`src/rtl/srl_fifo_pkg.sv`:
```
// srl_fifo_pkg: shared output-mode constants and sizing helpers for the SRL FIFO
package srl_fifo_pkg;
    localparam int OUT_MODE_COMB = 0;
    localparam int OUT_MODE_REG  = 1;

    function automatic int clog2(input int v);
        int r = 0;
        while ((1 << r) < v) r++;
        return r;
    endfunction

    function automatic int afull_default(input int depth);
        return depth - 2;
    endfunction
endpackage

```
`src/rtl/srl_fifo_storage.sv`:
```
// srl_fifo_storage: reset-free shift register with addressed read, maps onto SRL primitives
module srl_fifo_storage
    import srl_fifo_pkg::*;
#(
    parameter int DATA_WIDTH = 8,
    parameter int DEPTH      = 16,
    parameter int AW         = clog2(DEPTH)
) (
    input  logic                  clk,
    input  logic                  we,
    input  logic [AW-1:0]         addr,
    input  logic [DATA_WIDTH-1:0] din,
    output logic [DATA_WIDTH-1:0] dout
);
    logic [DATA_WIDTH-1:0] mem_q [DEPTH];

    always_ff @(posedge clk) begin
        if (we) begin
            mem_q[0] <= din;
            for (int i = 1; i < DEPTH; i++) mem_q[i] <= mem_q[i-1];
        end
    end

    assign dout = mem_q[addr];
endmodule

```
`src/rtl/srl_fifo_ctrl.sv`:
```
// srl_fifo_ctrl: ap_fifo handshake SRL FIFO with occupancy, almost flags and optional output register
module srl_fifo_ctrl
    import srl_fifo_pkg::*;
#(
    parameter int DATA_WIDTH = 8,
    parameter int DEPTH      = 16,
    parameter int OUT_REG    = OUT_MODE_COMB,
    parameter int AFULL_TH   = afull_default(DEPTH),
    parameter int AEMPTY_TH  = 2,
    parameter int CNT_W      = clog2(DEPTH + 2)
) (
    input  logic                  ap_clk,
    input  logic                  ap_rst_n,
    input  logic                  if_write_ce,
    input  logic                  if_write,
    input  logic [DATA_WIDTH-1:0] if_din,
    output logic                  if_full_n,
    input  logic                  if_read_ce,
    input  logic                  if_read,
    output logic [DATA_WIDTH-1:0] if_dout,
    output logic                  if_empty_n,
    output logic [CNT_W-1:0]      count,
    output logic                  almost_full,
    output logic                  almost_empty
);
    localparam int              AW       = clog2(DEPTH);
    localparam logic [CNT_W-1:0] DEPTH_C  = CNT_W'(DEPTH);
    localparam logic [CNT_W-1:0] AFULL_C  = CNT_W'(AFULL_TH);
    localparam logic [CNT_W-1:0] AEMPTY_C = CNT_W'(AEMPTY_TH);
    localparam bit              REG_OUT  = (OUT_REG == OUT_MODE_REG);

    logic [CNT_W-1:0]      sc_q, sc_d, count_q, count_d;
    logic                  ov_q, ov_d, full_n_q, full_n_d, empty_n_q, empty_n_d;
    logic                  afull_q, afull_d, aempty_q, aempty_d;
    logic [DATA_WIDTH-1:0] dout_q, dout_d, srl_dout;
    logic                  wr, rd, ld, pop;
    logic [AW-1:0]         addr;

    always_comb begin
        wr        = if_write & if_write_ce & full_n_q;
        rd        = if_read & if_read_ce & empty_n_q;
        ld        = REG_OUT & (~ov_q | rd) & (sc_q != '0);
        pop       = REG_OUT ? ld : rd;
        addr      = (sc_q == '0) ? '0 : AW'(sc_q - CNT_W'(1));
        sc_d      = sc_q + CNT_W'(wr) - CNT_W'(pop);
        ov_d      = REG_OUT & (ld | (ov_q & ~rd));
        count_d   = sc_d + CNT_W'(ov_d);
        dout_d    = ld ? srl_dout : dout_q;
        full_n_d  = sc_d < DEPTH_C;
        empty_n_d = REG_OUT ? ov_d : (count_d != '0);
        afull_d   = count_d >= AFULL_C;
        aempty_d  = count_d <= AEMPTY_C;
    end

    always_ff @(posedge ap_clk or negedge ap_rst_n) begin
        if (!ap_rst_n) begin
            sc_q      <= '0;
            count_q   <= '0;
            ov_q      <= 1'b0;
            dout_q    <= '0;
            full_n_q  <= 1'b1;
            empty_n_q <= 1'b0;
            afull_q   <= 1'b0;
            aempty_q  <= 1'b1;
        end else begin
            sc_q      <= sc_d;
            count_q   <= count_d;
            ov_q      <= ov_d;
            dout_q    <= dout_d;
            full_n_q  <= full_n_d;
            empty_n_q <= empty_n_d;
            afull_q   <= afull_d;
            aempty_q  <= aempty_d;
        end
    end

    srl_fifo_storage #(
        .DATA_WIDTH(DATA_WIDTH),
        .DEPTH     (DEPTH),
        .AW        (AW)
    ) u_srl (
        .clk (ap_clk),
        .we  (wr),
        .addr(addr),
        .din (if_din),
        .dout(srl_dout)
    );

    assign if_full_n    = full_n_q;
    assign if_empty_n   = empty_n_q;
    assign count        = count_q;
    assign almost_full  = afull_q;
    assign almost_empty = aempty_q;
    assign if_dout      = REG_OUT ? dout_q : srl_dout;

    a_sc_bound: assert property (@(posedge ap_clk) disable iff (!ap_rst_n) sc_q <= DEPTH_C);
endmodule

```
`config.mk`:
```
export PLATFORM = sky130hd
export DESIGN_NAME = srl_fifo_ctrl
export DESIGN_NICKNAME = d
export VERILOG_FILES = /design/src/rtl/srl_fifo_pkg.sv /design/src/rtl/srl_fifo_storage.sv /design/src/rtl/srl_fifo_ctrl.sv
export SDC_FILE = /design/constraint.sdc
export NUM_CORES = 1
export LEC_CHECK = 0
export CORE_MARGIN = 3
export CORE_UTILIZATION = 60
export DETAILED_ROUTE_END_ITERATION = 7
export GPL_ROUTABILITY_DRIVEN = 0
export PLACE_DENSITY = 0.84
export RECOVER_POWER = 50
export SLEW_MARGIN = 20
export SYNTH_ARGS = -nofsm -noshare
export SYNTH_HDL_FRONTEND = slang
export SYNTH_SLANG_ARGS = --single-unit
```
`constraint.sdc`:
```
create_clock -name ap_clk -period 9.5 [get_ports ap_clk]
set_input_delay 0.95 -clock ap_clk [delete_from_list [all_inputs] [get_ports ap_clk]]
set_output_delay 0.95 -clock ap_clk [all_outputs]
set_load 0.01 [all_outputs]
```
## After elaboration in Yosys (flattened, before gate mapping)

Memories as Yosys holds them, arrays and structs flattened.
Index checks and enable logic that the tools add are counted.

- Muxes and demuxes: 3
- Order comparisons: 3
- Bitwise operators: 4
- $add $sub $neg: 3
- Reductions and logical operators: 2

Operator list:

| operator | number |
|---|---|
| adder 5 x 1 -> 5 bit | 1 |
| >= comparator 5 x 4 -> 1 bit (second input constant) | 1 |
| less-or-equal comparator 5 x 2 -> 1 bit (second input constant) | 1 |
| zero test 5 bit | 1 |
| < comparator 5 bit (second input constant) | 1 |
| nonzero test 5 bit | 1 |
| subtractor 5 x 1 -> 5 bit | 1 |
| AND 1 bit | 4 |
| 2-to-1 mux 4 bit | 1 |
| subtractor 4 x 1 -> 4 bit (second input constant) | 1 |
| 2-to-1 mux 1 bit | 2 |

- Output and inout port bits: 17
- Memory bits (writable): 128
- Register bits: 9
- Input bits: 14
- Logic and storage cells: 21
- Memories: 1

Memory list:

| name | words | width | read ports | clocked after memory_dff | wr ports | RTL line | RTL |
|---|---|---|---|---|---|---|---|
| u_srl.mem_q | 16 | 8 | 16 | 0 | 16 | srl_fifo_storage.sv:15 | `logic [DATA_WIDTH-1:0] mem_q [DEPTH];` |

## Depth between registers and ports, before layout

- Depth after elaboration: 5
- Mapped depth: 11
- Mapped depth without buffers: 11

## By module

Synthesis repeated with hierarchy kept, for this count alone.

- Cell total of the unflattened synthesis: 255
- Area, all modules: 5445.2 um^2

Modules (own cells, without submodules):

| module | instances | sequential area each (um^2) | area each (um^2) | cells each |
|---|---|---|---|---|
| srl_fifo_storage | 1 | 3843.7 | 4877.2 | 198 |
| srl_fifo_ctrl | 1 | 227.7 | 568.0 | 57 |

## Worst setup path after synthesis

Ideal clock, no wire load.

- Kind: in2reg
- Start point: in if_write
- End point: mem u_srl.mem_q[0][0] (enable)
- Cell stages on the path: 2
- Buffers on the path: 0
- Data required time: 9.019 ns
- Arrival: 3.530 ns
- Setup time: 0.481 ns
- Slack: 5.489 ns
- Cells stage by stage: nand3_1 inv_1

RTL lines:

| element | RTL line | RTL |
|---|---|---|
| from (decl) | srl_fifo_ctrl.sv:15 | `input logic if_write,` |
| to (decl) | srl_fifo_storage.sv:15 |  |

## Worst setup path in the final report

- Start point: reg sc_q[1]
- End point: out if_dout[1]

- Cells in the longest elaborated chain, start to end: 3
- Elaborated cells between the ends (all ways): 4
- Classes of those cells: 1 x add/sub; 1 x mux; 1 x reduce/logical; 1 x memory

RTL lines:

| element | RTL line | RTL |
|---|---|---|
| from (decl) | srl_fifo_ctrl.sv:32 | `logic [CNT_W-1:0] sc_q, sc_d, count_q, count_d;` |
| from (signal assigned) | srl_fifo_ctrl.sv:57 | `sc_q <= '0;` |
| from (signal assigned) | srl_fifo_ctrl.sv:66 | `sc_q <= sc_d;` |
| subtractor 4 x 1 -> 4 bit or zero test 5 bit (tied branches) | srl_fifo_ctrl.sv:44 | `addr = (sc_q == '0) ? '0 : AW'(sc_q - CNT_W'(1));` |
| 2-to-1 mux 4 bit (*) | srl_fifo_ctrl.sv:44 |  |
| memory read (16 x 8 bit) (*) | - |  |
| to (decl) | srl_fifo_ctrl.sv:20 | `output logic [DATA_WIDTH-1:0] if_dout,` |

Every way passes the cells marked *; elsewhere a longest branch is shown, timed or not.

==> summary.txt <==
Placed design
  – Inst Count DP: about 530
  – # port buffers: 30
  – HPWL after DPL: approximately 6.3 mm

Layout
  – Share of layout cells above drive strength 1: 0.138
  – Fillers: 504
  – Fin cells: 560
  – Nets: roughly 450
  – Antenna diode count: 0
  – Synthesis-to-layout area growth: 17.3%

Floorplanning
  – Initial Utilization: 0.637
  – Die W: roughly 100 um
  – Rows: 34
  – Ports: 31
  – Die H: between 100 and 150 um
  – Core area: 0.00898 sq mm
  – Die area: around 0.011 sq mm

STA
  – Final Hold Slack: 0.437 ns
  – Fin crit period: roughly 4.7 ns
  – RSZ-0062 raised after global routing: no
  – Pins over their slew limit: 54
  – Final hold vios: 0
  – Worst slew pin tran: 2.23 ns
  – Worst relative slew slack: -0.495
  – Setup TNS: 0 ns
  – Clock skew: 0.0143 ns
  – Final worst path period share: 0.492
  – Setup Viol. Count Final: 0
  – Fmax: 214 MHz

Routing
  – Final wirelength: approximately 12 mm
  – Vias: 3564
  – Routed len/inst: about 21 um
  – DRC violations left: 0
  – Pre-Repair DR Iteration Count: 6
  – Initial DRC Count: about 430
  – Antenna Nets Post-Route: 0
  – Number of vias per cell: between 6 and 7

Clock network
  – # resized after CTS: 0
  – CTS Hold Buffers Added: 0
  – Clock slew at reported path FFs: around 0.060 ns
  – Clock root cell: clkbuf_8
  – Longest Clk Path Bufs: 2
  – H-tree depth: 4
  – Clk sinks: ~140
  – Clk_lat worst skew: about 0.53 ns
  – Setup bufs post-CTS: 0
  – TritonCTS buffer count: 17
  – TritonCTS clock tree: done

GRT
  – GRT Max-Usage Layer: met2
  – Vias in the first global route: between 3000 and 4000
  – Largest net degree at the start of global routing: 77
  – Grt met3 use: 0.0609
  – M1 GR Usage: 0.318
  – Initial antenna violation count: 0
  – GRT Total Usage: 0.229
  – First-pass GRT wire length: about 19 mm
  – Total grt overflow: 0
  – M2 GR Usage: 0.356

Yosys
  – Netlist cell types: between 40 and 50
  – Cells after Synth: 392
  – Netlist Area Pre-Place: 0.00572 sq mm
  – Most area-consuming cells after synthesis: edfxtp_1, dfrtp_1, mux2_2
  – Commonest cells in the netlist: edfxtp_1, a21oi_1, nand2_1
  – Sequential share of the synthesized area: 0.712
  – Yosys warnings: 0
  – Top_reg_cell synth: edfxtp_1
  – Yosys top cell by area: edfxtp_1
  – Area share of the largest cell type after synthesis: 0.673
  – Post-synthesis async set-or-reset flop share: 0.0657
  – Number of synthesized flops with an enable pin: around 130
  – Yosys reg bits: around 140
  – Count leader, synth: edfxtp_1
  – Syn avg cell area: 14.6 sq um
  – Syn Nets: approximately 420

Power and ir drop
  – VDD IR max: approximately 0.23 mV
  – P_leak: between 2 and 2.5 nW
  – PwrDens: between 300 and 400 mW/mm^2

Critical path
  – CP Class: reg2out
  – Crit path launch type: register
  – Worst EP required: roughly 8.6 ns
  – Worst Setup End Kind: output port
  – WP data arrival: between 3 and 4 ns
  – Worst-path maximum fanout: 60

Min path
  – HP Class: reg2reg

Job
  – MaxCap Viol Count: 1

Run status
  – Status: finished with violations
  – Violated checks: max-capacitance violations, max-slew violations
## worst max-delay path, cell delays in order, from the launching register on
cell and delay (ns):
dfrtp_1 0.38, inv_1 0.14, ha_1 0.31, buf_4 0.46, nor2b_1 0.54, a22oi_1 0.21, o2111ai_1 0.27, nand2_1 0.09
o22ai_1 0.18, clkdlybuf4s50_1 0.58
## metrics by stage
step / utilization / worst slack [ns] / cell area (sq um) / power, mW
2_1_floorplan: - / 5.49 / 5720 / 1.53
3_3_place_gp: 0.681 / 5.59 / 6120 / 1.85
3_5_place_dp: 0.681 / 5.50 / 6120 / 1.90
4_1_cts: 0.747 / 4.86 / 6700 / 2.60
5_1_grt: 0.747 / 4.63 / 6700 / 2.74
6_report: 0.747 / 4.82 / 6700 / 2.60
## cells in the final DEF, fill, tap and decap left out, types with 4 or more instances in the layout
cell             instances
a21oi_1                 30
clkdlybuf4s50_1         20
nor2b_1                  4
o2111ai_1                7
edfxtp_1               128
a22oi_1                  7
dlygate4sd3_1           10
nand3_1                  9
mux2_2                  15
inv_1                   14
dfrtp_1                  7
o32a_1                   7
nand2b_1                 9
nand2_1                 26
xnor2_1                  5
a31oi_1                  7
o22ai_1                  7
nor2_1                   5
ha_1                     9
a2111oi_0                9
and2_1                   9
o21ai_0                 24
clkbuf_16               16
nand3b_1                 7
buf_4                    5
## state kept, by name, indices dropped and copies added (netlist names)
register and flops:
u_srl.mem_q 128, sc_q 5, almost_empty 1, almost_full 1, if_empty_n 1, if_full_n 1
## path summary, 6_finish.rpt
check / start / end / slack (ns) / depth (start not counted)
setup / recovery: sc_q[1] / if_dout[1] / 4.82 / 9
hold / removal: u_srl.mem_q[6][0] / u_srl.mem_q[7][0] / 0.44 / 0
setup reg to reg: if_full_n / u_srl.mem_q[15][2] / 5.83 / 3
hold reg to reg: u_srl.mem_q[6][0] / u_srl.mem_q[7][0] / 0.44 / 0
max in group asynchronous: ap_rst_n / almost_empty / 8.37 / 1
min in group asynchronous: ap_rst_n / sc_q[0] / 0.80 / 1
## final cells by class
| cell class | count | area, sq um | area share |
|---|---|---|---|
| clock buffer | 17 | 414 | 0.0618 |
| clock inverter | 14 | 173 | 0.0258 |
| inverter | 16 | 61.3 | 0.00915 |
| multi-input combinational | 215 | 1490 | 0.222 |
| sequential | 137 | 4070 | 0.607 |
| tap | 126 | 158 | 0.0235 |
| timing repair buffer | 35 | 338 | 0.0504 |
## routing by layer
layer / vias up / share of wire
li1: 1574 / -
met1: 1762 / 0.41
met2: 212 / 0.49
met3: 16 / 0.088
met4: 0 / 0.012
met5: - / 0
## cells by family (layout without fill, tap and decap cells)
kind of cell    after synthesis  count (layout)  share of synthesized area
flops                       137             137                      0.712
compound gates              104             104                      0.117
simple gates                 78              78                     0.0751
buf+inv                      40              82                     0.0280
mux                          18              18                     0.0370
fa+ha+maj                    10              10                     0.0232
xor+xnor                      5               5                    0.00766
## where the power goes
part	leakage, nW	total (mW)	switching [mW]	internal, mW
combinational	0.734	1.14	0.678	0.460
clock	0.285	0.657	0.256	0.400
sequential	1.28	0.810	0.0424	0.767
total	2.29	2.60	0.976	1.63
No activity file was read; power rests on OpenSTA's default activity.
